--- config.mk ---
export PLATFORM = sky130hd
export DESIGN_NAME = sm_stream_accumulator
export DESIGN_NICKNAME = d
export VERILOG_FILES = /design/src/rtl/sm_stream_accumulator.sv
export SDC_FILE = /design/constraint.sdc
export NUM_CORES = 1
export LEC_CHECK = 0
export CORE_AREA = 2 2 110 112
export CTS_BUF_LIST = sky130_fd_sc_hd__clkbuf_16
export DETAILED_ROUTE_END_ITERATION = 10
export DIE_AREA = 0 0 112 114
export HOLD_SLACK_MARGIN = 0.02
export PLACE_DENSITY = 0.58
export SYNTH_ARGS = -nofsm -noshare
export SYNTH_HDL_FRONTEND = slang
export SYNTH_HIERARCHICAL = 1
export SYNTH_SLANG_ARGS = --single-unit
--- constraint.sdc ---
create_clock -name clk -period 4.7 [get_ports clk]
set_clock_uncertainty 0.1 [all_clocks]
set_input_delay 0.94 -clock clk [delete_from_list [all_inputs] [get_ports clk]]
set_output_delay 0.94 -clock clk [all_outputs]
set_load 0.005 [all_outputs]
--- src/rtl/sm_stream_accumulator.sv ---
// sm_sa_fifo: generic first-word-fall-through FIFO with wrap-bit pointers.
// Latency: a pushed word is visible at dout_o the cycle after the push edge.
// Backpressure: full_o/empty_o are pre-edge flags; the caller gates push/pop on them.
module sm_sa_fifo #(
  parameter int W     = 9,
  parameter int DEPTH = 4
) (
  input  logic         clk,
  input  logic         reset,
  input  logic         push_i,
  input  logic         pop_i,
  input  logic [W-1:0] din_i,
  output logic [W-1:0] dout_o,
  output logic         full_o,
  output logic         empty_o
);
  localparam int AW = $clog2(DEPTH);

  logic [W-1:0] mem_q [DEPTH];
  logic [AW:0]  wr_q;
  logic [AW:0]  rd_q;

  // Pointer update; the extra MSB distinguishes full from empty.
  always_ff @(posedge clk or posedge reset) begin
    if (reset) begin
      wr_q <= '0;
      rd_q <= '0;
    end else begin
      if (push_i) wr_q <= wr_q + (AW+1)'(1);
      if (pop_i)  rd_q <= rd_q + (AW+1)'(1);
    end
  end

  // Storage write; contents need no reset because the pointers define validity.
  always_ff @(posedge clk) begin
    if (push_i) mem_q[wr_q[AW-1:0]] <= din_i;
  end

  assign dout_o  = mem_q[rd_q[AW-1:0]];
  assign empty_o = (wr_q == rd_q);
  assign full_o  = (wr_q[AW] != rd_q[AW]) && (wr_q[AW-1:0] == rd_q[AW-1:0]);
endmodule

// sm_stream_accumulator: buffers sign-magnitude samples, sums COUNT_MAX of them per frame with saturation.
// Latency: COUNT_MAX+1 cycles from the first push edge to out_valid under a continuous stream.
// Backpressure: in_ready = enable & !full; a frame held in HOLD stops pops so the FIFO fills.
module sm_stream_accumulator #(
  parameter int ACC_W      = 16,
  parameter int COUNT_MAX  = 8,
  parameter int FIFO_DEPTH = 4
) (
  input  logic             clk,
  input  logic             reset,
  input  logic             enable,
  input  logic             in_valid,
  output logic             in_ready,
  input  logic [7:0]       in_data,
  input  logic             in_overflow,
  output logic             out_valid,
  input  logic             out_ready,
  output logic [ACC_W-1:0] out_sum,
  output logic             out_overflow,
  output logic             out_saturated,
  output logic             busy
);
  typedef enum logic [1:0] {IDLE = 2'd0, ACCUM = 2'd1, HOLD = 2'd2} state_t;

  localparam logic [ACC_W-1:0] MAX_V    = {1'b0, {(ACC_W-1){1'b1}}};
  localparam logic [ACC_W-1:0] MIN_V    = {1'b1, {(ACC_W-1){1'b0}}};
  localparam logic [7:0]       LAST_CNT = 8'(COUNT_MAX);

  state_t           state_q, state_d;
  logic [ACC_W-1:0] acc_q, acc_d;
  logic [7:0]       count_q, count_d;
  logic             ovf_q, ovf_d;
  logic             sat_q, sat_d;

  logic             fifo_full, fifo_empty;
  logic             push, pop;
  logic [8:0]       head;
  logic [ACC_W-1:0] mag_ext, value, sat_sum;
  logic [ACC_W:0]   sum_w;
  logic             pos_clamp, neg_clamp;

  assign in_ready = enable & ~fifo_full & ~reset;
  assign push     = in_valid & in_ready;

  sm_sa_fifo #(.W(9), .DEPTH(FIFO_DEPTH)) u_fifo (
    .clk     (clk),
    .reset   (reset),
    .push_i  (push),
    .pop_i   (pop),
    .din_i   ({in_overflow, in_data}),
    .dout_o  (head),
    .full_o  (fifo_full),
    .empty_o (fifo_empty)
  );

  // Sign-magnitude to two's complement; negative zero (8'h80) naturally maps to 0.
  assign mag_ext = {{(ACC_W-7){1'b0}}, head[6:0]};
  assign value   = head[7] ? -mag_ext : mag_ext;

  // One extra bit of headroom; a mismatch of the top two bits means the true sum left the range.
  assign sum_w     = {acc_q[ACC_W-1], acc_q} + {value[ACC_W-1], value};
  assign pos_clamp = ~sum_w[ACC_W] &  sum_w[ACC_W-1];
  assign neg_clamp =  sum_w[ACC_W] & ~sum_w[ACC_W-1];
  assign sat_sum   = pos_clamp ? MAX_V : (neg_clamp ? MIN_V : sum_w[ACC_W-1:0]);

  // Frame state, accumulator, sample count and sticky flags; acc_q doubles as the held result.
  always_ff @(posedge clk or posedge reset) begin
    if (reset) begin
      state_q <= IDLE;
      acc_q   <= '0;
      count_q <= '0;
      ovf_q   <= 1'b0;
      sat_q   <= 1'b0;
    end else begin
      state_q <= state_d;
      acc_q   <= acc_d;
      count_q <= count_d;
      ovf_q   <= ovf_d;
      sat_q   <= sat_d;
    end
  end

  // Next state: start a frame on the first pop, accumulate until COUNT_MAX, hold until accepted.
  always_comb begin
    state_d = state_q;
    acc_d   = acc_q;
    count_d = count_q;
    ovf_d   = ovf_q;
    sat_d   = sat_q;
    pop     = 1'b0;
    if (enable) begin
      case (state_q)
        IDLE: begin
          if (!fifo_empty) begin
            pop     = 1'b1;
            acc_d   = value;
            count_d = 8'd1;
            ovf_d   = head[8];
            sat_d   = 1'b0;
            state_d = (COUNT_MAX == 1) ? HOLD : ACCUM;
          end
        end
        ACCUM: begin
          if (!fifo_empty) begin
            pop     = 1'b1;
            acc_d   = sat_sum;
            count_d = count_q + 8'd1;
            ovf_d   = ovf_q | head[8];
            sat_d   = sat_q | pos_clamp | neg_clamp;
            if (count_q + 8'd1 == LAST_CNT) state_d = HOLD;
          end
        end
        HOLD: begin
          if (out_ready) state_d = IDLE;
        end
        default: state_d = IDLE;
      endcase
    end
  end

  assign out_valid     = (state_q == HOLD);
  assign out_sum       = acc_q;
  assign out_overflow  = ovf_q;
  assign out_saturated = sat_q;
  assign busy          = (state_q != IDLE);
endmodule

## Word-level counts from Yosys, hierarchy flattened

Memories as Yosys holds them, arrays and structs flattened.
Cells that the tools add are included.

| operators by class | value |
|---|---|
| $add $sub $neg | 5 |
| eq/ne operators | 10 |
| multiplexer cells | 25 |
| bitwise logic cells | 12 |
| reductions and logical operators | 7 |

Operators with widths:

| cell | count |
|---|---|
| $mux W16 | 5 |
| $pmux W16 S2 | 1 |
| $add A16 B16 Y17 | 1 |
| $mux W8 | 2 |
| $neg A7 Y16 | 1 |
| $pmux W8 S2 | 1 |
| $mux W1 | 9 |
| $add A8 B1 Y8 const B | 1 |
| $eq A8 B4 Y1 const B | 1 |
| $mux W2 | 4 |
| $add A3 B1 Y3 const B | 2 |
| $ne A2 B2 Y1 const B | 3 |
| $pmux W2 S3 | 1 |
| $and A1 B1 Y1 | 5 |
| $reduce_and A5 Y1 | 1 |
| $not A1 Y1 | 4 |
| $pmux W1 S2 | 2 |
| $reduce_and A4 Y1 | 1 |
| $reduce_bool A2 Y1 | 2 |
| $eq A3 B3 Y1 | 1 |
| $or A1 B1 Y1 | 3 |
| $eq A2 B1 Y1 const B | 1 |
| $eq A2 B2 Y1 | 1 |
| $eq A2 B2 Y1 const B | 1 |
| 5 further kinds | 5 |

| storage, ports and cells | value |
|---|---|
| flip-flop bits (word level) | 34 |
| memory bits (writable) | 36 |
| bits of input ports | 14 |
| logic and storage cells | 67 |
| memories | 1 |

Memory list:

| name | depth | bits a word | rd ports | clocked after memory_dff | write ports | line | text |
|---|---|---|---|---|---|---|---|
| u_fifo.mem_q | 4 | 9 | 1 | 0 | 1 | 19 | `logic [W-1:0] mem_q [DEPTH];` |

## Logic depth before layout (Yosys ltp)

Gate-level depths: netlist of the first run.
An unclocked memory read counts as a cell.

| depth | value |
|---|---|
| depth after elaboration | 10 |
| gate-level depth with buffers | 18 |
| gate-level depth less buffers | 16 |

## Hierarchy

Netlist of the first run, hierarchy kept.

By module, submodules not included:

| module | instances | cells an instance | area each (µm²) | sequential area each (µm²) |
|---|---|---|---|---|
| sm_stream_accumulator | 1 | 292 | 2,451.1 | 700.7 |
| sm_sa_fifo | 1 | 78 | 1,650.3 | 1,231.2 |

## Least setup slack after synthesis of the first run

No wires, ideal clock.

| timing | value |
|---|---|
| path kind | register to register |
| start | reg u_fifo.rd_q[0] |
| end | reg acc_q[2], in the netlist out_sum[2] |
| arrival time | 3,630 ps |
| data required time | 4,469 ps |
| path slack | 839 ps |
| stages on the path, launching flop included | 14 |
| path buffers | 1 |
| path through | dfrtp_1 buf_6 mux4_2 or3_1 o31ai_1 xnor2_1 ha_1 nand2_1 nor3_2 o41ai_4 o31ai_4 mux2_4 nor3_4 a21oi_1 |

| between the ends | value |
|---|---|
| word-level cells in the longest chain between the ends | 10 |
| elaborated cells between the ends (all ways) | 17 |
| those cells by class | 2 x add/sub; 3 x eq/ne; 6 x mux; 4 x bitwise; 1 x reduce/logical; 1 x memory |

Ends and longest elaborated chain:

| item | line | text |
|---|---|---|
| from (decl) | 21 | `logic [AW:0] rd_q;` |
| from (signal assigned) | 30 | `if (pop_i) rd_q <= rd_q + (AW+1)'(1);` |
| $mem_v2 Z4 W9 * | n/a |  |
| named net head[0] | 80 | `logic [8:0] head;` |
| $neg A7 Y16 | 101 | `assign value = head[7] ? -mag_ext : mag_ext;` |
| $mux W16 * | 101 |  |
| $add A16 B16 Y17 | 104 | `assign sum_w = {acc_q[ACC_W-1], acc_q} + {value[ACC_W-1], value};` |
| $not A1 Y1 | 106 | `assign neg_clamp = sum_w[ACC_W] & ~sum_w[ACC_W-1];` |
| $and A1 B1 Y1 | 106 |  |
| $mux W16 (2 in a row) | 107 | `assign sat_sum = pos_clamp ? MAX_V : (neg_clamp ? MIN_V : sum_w[ACC_W-1:0]);` |
| $mux W16 | 147 | `if (!fifo_empty) begin` |
| $pmux W16 S2 * | 135 | `case (state_q)` |
| to (signal assigned) | 113 | `acc_q <= '0;` |
| to (signal assigned) | 119 | `acc_q <= acc_d;` |
| to (decl) | 73 | `logic [ACC_W-1:0] acc_q, acc_d;` |

The timed path passes the listed nets; every way through them passes the cells marked *. The select of a mux whose other input is x is not followed.
A chain may end at the register's enable or synchronous reset.

## Final worst setup path of the first run

| timing | value |
|---|---|
| start | reg u_fifo.rd_q[0] |
| end | reg acc_q[3], in the netlist out_sum[3] |

Same word-level chain as after synthesis.

==> out/metrics.yaml, run 1 <==
status:
  run_status: "finished, final reports clean"
clock_tree:
  cts-root-buf: "clkbuf_16"
  clock_tree.buffer_depth: 2
  cts_tree: "done"
  postCtsSetupBuffers: 0
  clock_latency_ns: 0.32
  path_clk_slew_ns: 0.06
  clock_sink_count: 70
  numCtsBuffers: 9
  ctsHtreeMaxLevel: 3
sta:
  final_min_period_over_clock_period_pct: 93.5
  grt_setup_unrepaired: "no"
  final_period_minus_worst_setup_slack_ns: 4.39
  drv_slew: 0
  timing_worst_slew_pin_value_ns: 1.10
  setup_viol: 0
  maxClockFrequency_mhz: 228
  slew-limit-headroom_pct: 26.8
  hold_violations: 0
  totalNegativeSetupSlack_ns: 0
synth:
  synth.net_count: 411
  ys_seq_area_share_pct: 47.1
  synth_mux_area_share_pct: 6.04
  synth_adder_area_share_pct: 8.42
  syn-cell-area_um2: 4100
  syn-mean-instance-area_um2: 11.1
  synth_async_sr_flop_share_pct: 48.6
  synthesized_instance_count: 370
  ys_ff_latch: 70
  synth_xor_xnor_area_share_pct: 5.34
  ys.warnings.count: 6
  ys_dominant_reg_cell: "edfxtp_1"
  synth_area_in_compound_gates_pct: 18.0
  synth_cell_type_count: 58
  synth-edff-count: 36
  synth-simple-area-share_pct: 12.7
  main_combinational_cell_family_by_area_after_synthesis: "compound AO/OA/AOI/OAI gates"
setup_path:
  worstSetupStartpointType: "flop"
  end_kind: "flop"
  worst-path-max-fanout: 9
  cp_data_arrival_time_ns: 4.48
  path_class: "reg -> reg"
  cp.required_ns: 4.79
finish:
  diodes: 0
  areaGrowthSynthToFinish_pct: 18.9
  post_route_cells_drive_above_1_share_pct: 8.98
  num-nets-final: 448
  mostFrequentLayoutCells: "edfxtp_1, nand2_1, dfrtp_1, clkdlybuf4s50_1, o21ai_0"
  final_common_cell: "edfxtp_1"
floorplan:
  placeableCoreArea_um2: 11700
  io_pins: 35
  floorplan.rows: 40
  floorplan.die.height_um: 114
  initial_core_util_pct: 35.0
  die_w_um: 112
  die-area_um2: 12800
drt:
  drc_violations_left: 0
  drtAntennaViolNets: 0
  detail_route.wl_per_cell_um: 16.2
  firstDrtPassIters: 5
  detail_route.wirelength_um: 9050
  vias: 3008
  first_iter_violations: 162
  vias_per_cell: 5.38
placement:
  buffer_ports.inserted: 34
  hpwl_um: 6810
  globalplace.congestion: 0.870
global_route:
  initial_antenna_violation_count: 0
  grt_overflow_total: 0
  grt_max_degree: 29
  grt_pass1_vias: 3022
  grt_pass1_wl_um: 15000
  globalRouteTotalUtil_pct: 14.7
worst_hold_path:
  hold_path.class: "reg -> reg"
job:
  max_cap_viol_count: 0
-- layer usage --
metal  GRT usage [%]  up-vias  wire length (um)
met1            18.2     1462              4060
li1                -     1468                 -
met3            3.24       16               370
met5               0        -                 0
met4            5.28        0               166
met2            25.5       62              4450
-- critical path, stage by stage, from the launching register on --
cell     delay [ns]
dfrtp_1        0.47
buf_12         0.18
mux4_2         0.55
or3_1          0.48
o31ai_1        0.29
xnor2_1        0.23
ha_1           0.31
nand2_1        0.13
nor3_2         0.08
o41ai_4        0.50
o31ai_4        0.13
mux2_4         0.38
nor3_4         0.30
a21oi_1        0.12
-- metrics by stage --
stage / utilization (%) / hold WS [ns] / area, um2 / cells / setup slack [ns]
floorplan: - / 0.362 / 4100 / 370 / 0.839
global placement: 39.3 / 0.383 / 4600 / 543 / 0.287
detailed placement: 39.3 / 0.388 / 4600 / 543 / 0.212
CTS: 41.6 / 0.396 / 4880 / 559 / 0.212
global route: 41.6 / 0.407 / 4880 / 559 / 0.0249
finish: 41.6 / 0.393 / 4880 / 559 / 0.306
-- cell type report --
class                   instances  area (um2)
clock buffers                  10         250
fillers                      1160        6840
inverters                      11        41.3
well taps                     147         184
multi-input cells             279        2070
repair buffers                 36         368
clock inverters                 6        28.8
flip-flops and latches         70        1930
-- synthesized netlist by cell type, types with 3 or more instances --
| cell type | instances | area share (%) |
|---|---|---|
| nand3_1 | 9 | 1.1 |
| o21ai_1 | 5 | 0.61 |
| nand2_1 | 34 | 3.1 |
| buf_2 | 3 | 0.37 |
| o21ai_0 | 31 | 3.8 |
| xor2_1 | 13 | 2.8 |
| mux4_2 | 8 | 4.4 |
| a21oi_1 | 30 | 3.7 |
| a31oi_1 | 3 | 0.46 |
| o22ai_1 | 5 | 0.76 |
| nor2_1 | 18 | 1.6 |
| nor3_1 | 6 | 0.73 |
| and2_1 | 5 | 0.76 |
| edfxtp_1 | 36 | 26 |
| a21boi_0 | 3 | 0.55 |
| nand2b_1 | 4 | 0.61 |
| ha_1 | 26 | 7.9 |
| nor2b_1 | 7 | 1.1 |
| clkbuf_1 | 5 | 0.46 |
| inv_1 | 11 | 1.0 |
| dfrtp_1 | 34 | 21 |
| a211oi_1 | 4 | 0.73 |
| and3_1 | 5 | 0.76 |
| or3_1 | 6 | 0.92 |
| xnor2_1 | 12 | 2.6 |
| a22oi_1 | 4 | 0.73 |
| o31a_1 | 4 | 0.85 |
-- repair_timing --
action / 4_1_cts / 5_1_grt
hold buffers: 0 / 0
setup endpoints to repair: 0 / 11
resized for setup: 0 / 1
-- sequential cells by signal, indices dropped and copies added (netlist names) --
| register | count |
|---|---|
| u_fifo/wr_q | 3 |
| state_q | 2 |
| u_fifo/mem_q | 36 |
| out_saturated | 1 |
| u_fifo/rd_q | 3 |
| out_overflow | 1 |
| count_q | 8 |
| out_sum | 16 |
-- path summary, 6_finish.rpt --
kind,startpoint,to,slack (ns),depth (start not counted)
setup / recovery,u_fifo/rd_q[0],out_sum[3],0.31,13
hold / removal,u_fifo/wr_q[2],u_fifo/wr_q[2],0.39,1
setup reg to reg,u_fifo/rd_q[0],out_sum[3],0.31,13
hold reg to reg,u_fifo/wr_q[2],u_fifo/wr_q[2],0.39,1
max in group asynchronous,reset,out_sum[15],2.68,2
min in group asynchronous,reset,u_fifo/rd_q[2],0.79,2
-- cell families (layout without fill, tap and decap cells) --
group                      after synthesis  count (layout)
AOI/OAI and AO/OA                      111             111
DFF                                     70              70
xor gates and xnor gates                25              25
and+or+nand+nor                        104             104
buffers and inverters                   21              63
adders and majority gates               27              27
muxes                                   12              12
Power of run 1 is not shown: default switching activity piles up to over one toggle a cycle in this logic, so the estimate is an artifact.
==> run 2: changes to the inputs <==
--- a/config.mk
+++ b/config.mk
@@ -5,6 +5,7 @@
 export SDC_FILE = /design/constraint.sdc
 export NUM_CORES = 1
 export LEC_CHECK = 0
+export CAP_MARGIN = 10
 export CORE_AREA = 2 2 110 112
 export CTS_BUF_LIST = sky130_fd_sc_hd__clkbuf_16
 export DETAILED_ROUTE_END_ITERATION = 10
==> run 2 against run 1 <==
  * Sequential share of layout area down 0.22 points
  * Design area grew 0.56%
  * Non-clock buffer count up 1
  * Clock-buffer cell count stayed put
  * Core utilization increased by 0.24 points
  * Die area did not move
  * Hold slack is the same
  * Register-to-register slack barely moved
  * Maximum frequency hardly changed
  * Routed wire length is 0.41% higher
  * Highest routed layer unchanged
  * Via count rose by 0.40%
  * Worst setup slack gained 0.0036 ns
==> out/metrics.yaml, run 2 (same netlist as run 1, synthesis figures left out) <==
status:
  run_status: "finished, final reports clean"  # unchanged
drt:
  detail_route.wl_per_cell_um: 16.2  # about the same
  first_iter_violations: 144  # was 162
  vias_per_cell: 5.39  # was 5.38
  drc_violations_left: 0  # unchanged
  firstDrtPassIters: 5  # unchanged
  detail_route.wirelength_um: 9090  # was 9050 um
  drtAntennaViolNets: 0  # unchanged
  vias: 3020  # was 3008
finish:
  final_common_cell: "edfxtp_1"  # unchanged
  num-nets-final: 449  # was 448
  areaGrowthSynthToFinish_pct: 19.6  # was 18.9%
  largest_reg_flops: 36  # unchanged
  fillCellCount: 1158  # was 1160
  post_route_cells_drive_above_1_share_pct: 9.20  # was 8.98%
  mostFrequentLayoutCells: "edfxtp_1, nand2_1, dfrtp_1, clkdlybuf4s50_1, o21ai_0"  # unchanged
  diodes: 0  # unchanged
  stdcell_count: 560  # was 559
placement:
  pre_cts_worst_setup_slack_ns: 0.212  # unchanged
  globalplace.congestion: 0.870  # unchanged
  hpwl_um: 6810  # unchanged
  dp_cells: 543  # unchanged
  buffer_ports.inserted: 34  # unchanged
global_route:
  initial_antenna_violation_count: 0  # unchanged
  globalRouteTotalUtil_pct: 14.7  # unchanged
  grt_overflow_total: 0  # unchanged
  grt_pass1_vias: 3022  # unchanged
  grt_pass1_wl_um: 15000  # unchanged
  grt_max_degree: 29  # unchanged
clock_tree:
  cts_tree: "done"  # unchanged
  ctsHoldBuffers: 0  # unchanged
  clock_tree.buffer_depth: 2  # unchanged
  postCtsSetupBuffers: 0  # unchanged
  path_clk_slew_ns: 0.06  # about the same
  clock_sink_count: 70  # unchanged
  numCtsBuffers: 9  # unchanged
  ctsHtreeMaxLevel: 3  # unchanged
  cts-root-buf: "clkbuf_16"  # unchanged
  clock_latency_ns: 0.32  # about the same
setup_path:
  timing.critical_path.buf_inv: 1  # unchanged
  worst_path_largest_cell_delay_ns: 0.55  # about the same
  end_kind: "flop"  # unchanged
  worstSetupStartpointType: "flop"  # unchanged
  path_class: "reg -> reg"  # unchanged
  cp_data_arrival_time_ns: 4.48  # about the same
  cp_cell_sequence: "buf_12 -> mux4_2 -> or3_1 -> o31ai_1 -> xnor2_1 -> ha_1 -> nand2_1 -> nor3_2 -> o41ai_4 -> o31ai_4 -> mux2_4 -> nor3_4 -> a21oi_1"  # unchanged
  cp.required_ns: 4.79  # about the same
  r2r_slack_ns: 0.31  # about the same
  worst-path-max-fanout: 9  # unchanged
  slowest_stage: "mux4_2"  # unchanged
  cpLargestDelayFamily: "compound AO/OA/AOI/OAI gates"  # unchanged
floorplan:
  placeableCoreArea_um2: 11700  # unchanged
  die_w_um: 112  # unchanged
  die-area_um2: 12800  # unchanged
  initial_core_util_pct: 35.0  # unchanged
  floorplan.die.height_um: 114  # unchanged
  io_pins: 35  # unchanged
  floorplan.rows: 40  # unchanged
job:
  max_cap_viol_count: 0  # unchanged
sta:
  timing_worst_slew_pin_value_ns: 0.621  # was 1.10 ns
  slew-limit-headroom_pct: 57.5  # was 26.8%
  setup_viol: 0  # unchanged
  whs_ns: 0.393  # unchanged
  hold_violations: 0  # unchanged
  drv_slew: 0  # unchanged
  grt_setup_unrepaired: "no"  # unchanged
  final_min_period_over_clock_period_pct: 93.4  # was 93.5%
  final_period_minus_worst_setup_slack_ns: 4.39  # about the same
  layout_setup_ws_ns: 0.309  # was 0.306 ns
  totalNegativeSetupSlack_ns: 0  # unchanged
  maxClockFrequency_mhz: 228  # about the same
worst_hold_path:
  hold_path.class: "reg -> reg"  # unchanged
run 2: cell types whose count changed in the layout (fill, tap and decap cells not counted), sizes merged:
cell and delta:
buf +1
run 2: cell type report:
class | instances | area (um2) | share of cell area [%]
Timing Repair Buffer | 37 | 395 | 8.06
Clock inverter | 6 | 28.8 | 0.587
Inverter | 11 | 41.3 | 0.842
Tap cell | 147 | 184 | 3.75
Multi-Input combinational cell | 279 | 2070 | 42.3
Clock buffer | 10 | 250 | 5.10
Sequential cell | 70 | 1930 | 39.4
run 2: final timing paths:
path,cells past startpoint,from,to
max,13,u_fifo/rd_q[0],out_sum[3]
min,1,u_fifo/wr_q[2],u_fifo/wr_q[2]
max reg2reg,13,u_fifo/rd_q[0],out_sum[3]
min reg2reg,1,u_fifo/wr_q[2],u_fifo/wr_q[2]
max in group asynchronous,3,reset,out_sum[4]
min in group asynchronous,2,reset,u_fifo/rd_q[2]
run 2: worst reg2reg max path, delay by kind of cell (launching register included):
| family | cells | cell delay, ns |
|---|---|---|
| adder cells (fa/ha/maj) | 1 | 0.31 |
| multiplexers | 2 | 0.93 |
| AND/OR/NAND/NOR | 4 | 0.99 |
| AO/OA/AOI/OAI | 4 | 1.04 |
| XOR/XNOR | 1 | 0.24 |
| buffers and inverters | 1 | 0.18 |
| flip-flops | 1 | 0.47 |
run 2: metal layers:
| layer | routed length [um] | GRT usage, % |
|---|---|---|
| met1 | 4090 | 18.2 |
| met2 | 4460 | 25.5 |
| met3 | 360 | 3.24 |
| met4 | 178 | 5.28 |
| met5 | 0 | 0 |
run 2: per-stage QoR:
step                      util (%)  cell area (um2)
after floorplan                  -             4100
after global placement        39.3             4600
after detailed placement      39.3             4600
after CTS                     41.6             4880
after global routing          41.9             4900
final                         41.9             4900
run 2: repair_timing:
item,CTS,global route
hold endpoints to repair,0,0
endpoints found under the setup margin,0,11
gates resized for setup,0,1
Power of run 2 is left out for the same reason.
==> run 3: changes to the inputs <==
--- a/config.mk
+++ b/config.mk
@@ -12,6 +12,7 @@
 export DIE_AREA = 0 0 112 114
 export HOLD_SLACK_MARGIN = 0.02
 export PLACE_DENSITY = 0.58
+export SLEW_MARGIN = 20
 export SYNTH_ARGS = -nofsm -noshare
 export SYNTH_HDL_FRONTEND = slang
 export SYNTH_HIERARCHICAL = 1
==> run 3 against run 2 <==
  * Worst setup slack lost 0.0036 ns
  * Sequential share of layout area rose by 0.22 points
  * Critical path depth is the same
  * First-iteration DRC count up 13%
  * Design area fell by 0.56%
  * Via count down 0.40%
  * Global-route usage unchanged
  * Largest cell class unchanged
  * Flip-flop and latch count is the same
  * Clock-buffer cell count stayed put
  * Maximum frequency about the same
  * Register-to-register slack barely moved
==> out/metrics.yaml, run 3 (same netlist as run 1, synthesis figures left out) <==
drt:
  drtAntennaViolNets: 0  # unchanged
  vias_per_cell: 5.38  # was 5.39
  vias: 3008  # was 3020
  first_iter_violations: 162  # was 144
  firstDrtPassIters: 5  # unchanged
  detail_route.wirelength_um: 9050  # was 9090 um
  detail_route.wl_per_cell_um: 16.2  # about the same
  drc_violations_left: 0  # unchanged
finish:
  area_occupied_by_multi_input_gates_um2: 2070  # unchanged
  final-seq-area_um2: 1930  # unchanged
  diodes: 0  # unchanged
  final_common_cell: "edfxtp_1"  # unchanged
  fillCellCount: 1160  # was 1158
  post-route-cell-area_um2: 4880  # was 4900 um2
  num-nets-final: 448  # was 449
  areaGrowthSynthToFinish_pct: 18.9  # was 19.6%
  mostFrequentLayoutCells: "edfxtp_1, nand2_1, dfrtp_1, clkdlybuf4s50_1, o21ai_0"  # unchanged
  largest_reg_flops: 36  # unchanged
  finalCoreUtilization_pct: 41.6  # was 41.9%
  post_route_cells_drive_above_1_share_pct: 9.22  # was 9.20%
clock_tree:
  ctsHtreeMaxLevel: 3  # unchanged
  ctsHoldBuffers: 0  # unchanged
  clock_tree.buffer_depth: 2  # unchanged
  path_clk_slew_ns: 0.06  # about the same
  cts-root-buf: "clkbuf_16"  # unchanged
  cts_tree: "done"  # unchanged
  clock_sink_count: 70  # unchanged
  numCtsBuffers: 9  # unchanged
  clock_latency_ns: 0.32  # about the same
setup_path:
  worst-path-max-fanout: 9  # unchanged
  path_class: "reg -> reg"  # unchanged
  cp_data_arrival_time_ns: 4.48  # about the same
  rr_endpoint: "out_sum[3]"  # unchanged
  end_kind: "flop"  # unchanged
  worstSetupStartpointType: "flop"  # unchanged
  cp-startpoint: "u_fifo/rd_q[0]"  # unchanged
  r2r_slack_ns: 0.31  # about the same
  worstRegToRegCells: 13  # unchanged
  cp.required_ns: 4.79  # about the same
  regToRegStartpoint: "u_fifo/rd_q[0]"  # unchanged
global_route:
  grt_pass1_vias: 3022  # unchanged
  grt_max_degree: 29  # unchanged
  grt_pass1_wl_um: 15000  # unchanged
  initial_antenna_violation_count: 0  # unchanged
  grt_overflow_total: 0  # unchanged
  globalRouteTotalUtil_pct: 14.7  # unchanged
worst_hold_path:
  hold_path.startpoint: "u_fifo/wr_q[2]"  # unchanged
  min_delay_worst_endpoint: "u_fifo/wr_q[2]"  # unchanged
  worstHoldPathCells: 1  # unchanged
  hold_path.class: "reg -> reg"  # unchanged
sta:
  drv_slew: 0  # unchanged
  totalNegativeSetupSlack_ns: 0  # unchanged
  maxClockFrequency_mhz: 228  # about the same
  whs_ns: 0.393  # unchanged
  hold_violations: 0  # unchanged
  timing_worst_slew_pin_value_ns: 0.615  # was 0.621 ns
  final_period_minus_worst_setup_slack_ns: 4.39  # about the same
  setup_viol: 0  # unchanged
  slew-limit-headroom_pct: 58.0  # was 57.5%
  final_min_period_over_clock_period_pct: 93.5  # was 93.4%
  grt_setup_unrepaired: "no"  # unchanged
job:
  max_cap_viol_count: 0  # unchanged
floorplan:
  floorplan.rows: 40  # unchanged
  initial_core_util_pct: 35.0  # unchanged
  die_w_um: 112  # unchanged
  io_pins: 35  # unchanged
  floorplan.die.height_um: 114  # unchanged
  placeableCoreArea_um2: 11700  # unchanged
  die-area_um2: 12800  # unchanged
placement:
  dpl_cell_area_um2: 4600  # unchanged
  hpwl_um: 6810  # unchanged
  buffer_ports.inserted: 34  # unchanged
  globalplace.congestion: 0.870  # unchanged
status:
  run_status: "finished, final reports clean"  # unchanged
-- run 3: cell types whose count changed in the layout (fill, tap and decap cells not counted) --
cell / change
inv_2: +1
buf_16: -1
inv_1: -1
-- run 3: layer usage --
| layer | part of all wire, % | vias to the layer above | GRT usage (%) |
|---|---|---|---|
| met4 | 1.8 | 0 | 5.28 |
| met2 | 49 | 62 | 25.5 |
| met3 | 4.1 | 16 | 3.24 |
| met5 | 0 | - | 0 |
| met1 | 45 | 1462 | 18.2 |
| li1 | - | 1468 | - |
-- run 3: critical path: stages, from the launching register on --
cell and delay, ns:
dfrtp_1 0.47, buf_12 0.18, mux4_2 0.55, or3_1 0.48, o31ai_1 0.29, xnor2_1 0.23
ha_1 0.31, nand2_1 0.13, nor3_2 0.08, o41ai_4 0.50, o31ai_4 0.13, mux2_4 0.38
nor3_4 0.30, a21oi_1 0.12
-- run 3: final cells by class --
class	count	area share [%]
repair buffers	36	7.54
clock buffers	10	5.13
inverters	11	0.847
multi-input cells	279	42.5
clock inverters	6	0.590
well taps	147	3.77
flip-flops and latches	70	39.6
-- run 3: through the flow --
stage	cells	setup WS, ns
6_report	559	0.306
5_1_grt	559	0.0249
4_1_cts	559	0.212
3_3_place_gp	543	0.287
2_1_floorplan	370	0.839
3_5_place_dp	543	0.212
-- run 3: timing repair --
item / CTS / global route
hold endpoints to repair: 0 / 0
resized for setup: 0 / 1
setup endpoints to repair: 0 / 11
buffers inserted: 0 / 0
-- run 3: worst max-delay path by stage --
stage | end | slack (ns) | depth (start not counted)
2_1_floorplan | out_sum[2] | 0.84 | 13
3_3_place_gp | out_sum[2] | 0.29 | 13
3_5_place_dp | out_sum[3] | 0.21 | 13
4_1_cts | out_sum[3] | 0.21 | 13
5_1_grt | out_sum[8] | 0.02 | 13
6_report | out_sum[3] | 0.31 | 13
Power of run 3 is left out for the same reason.
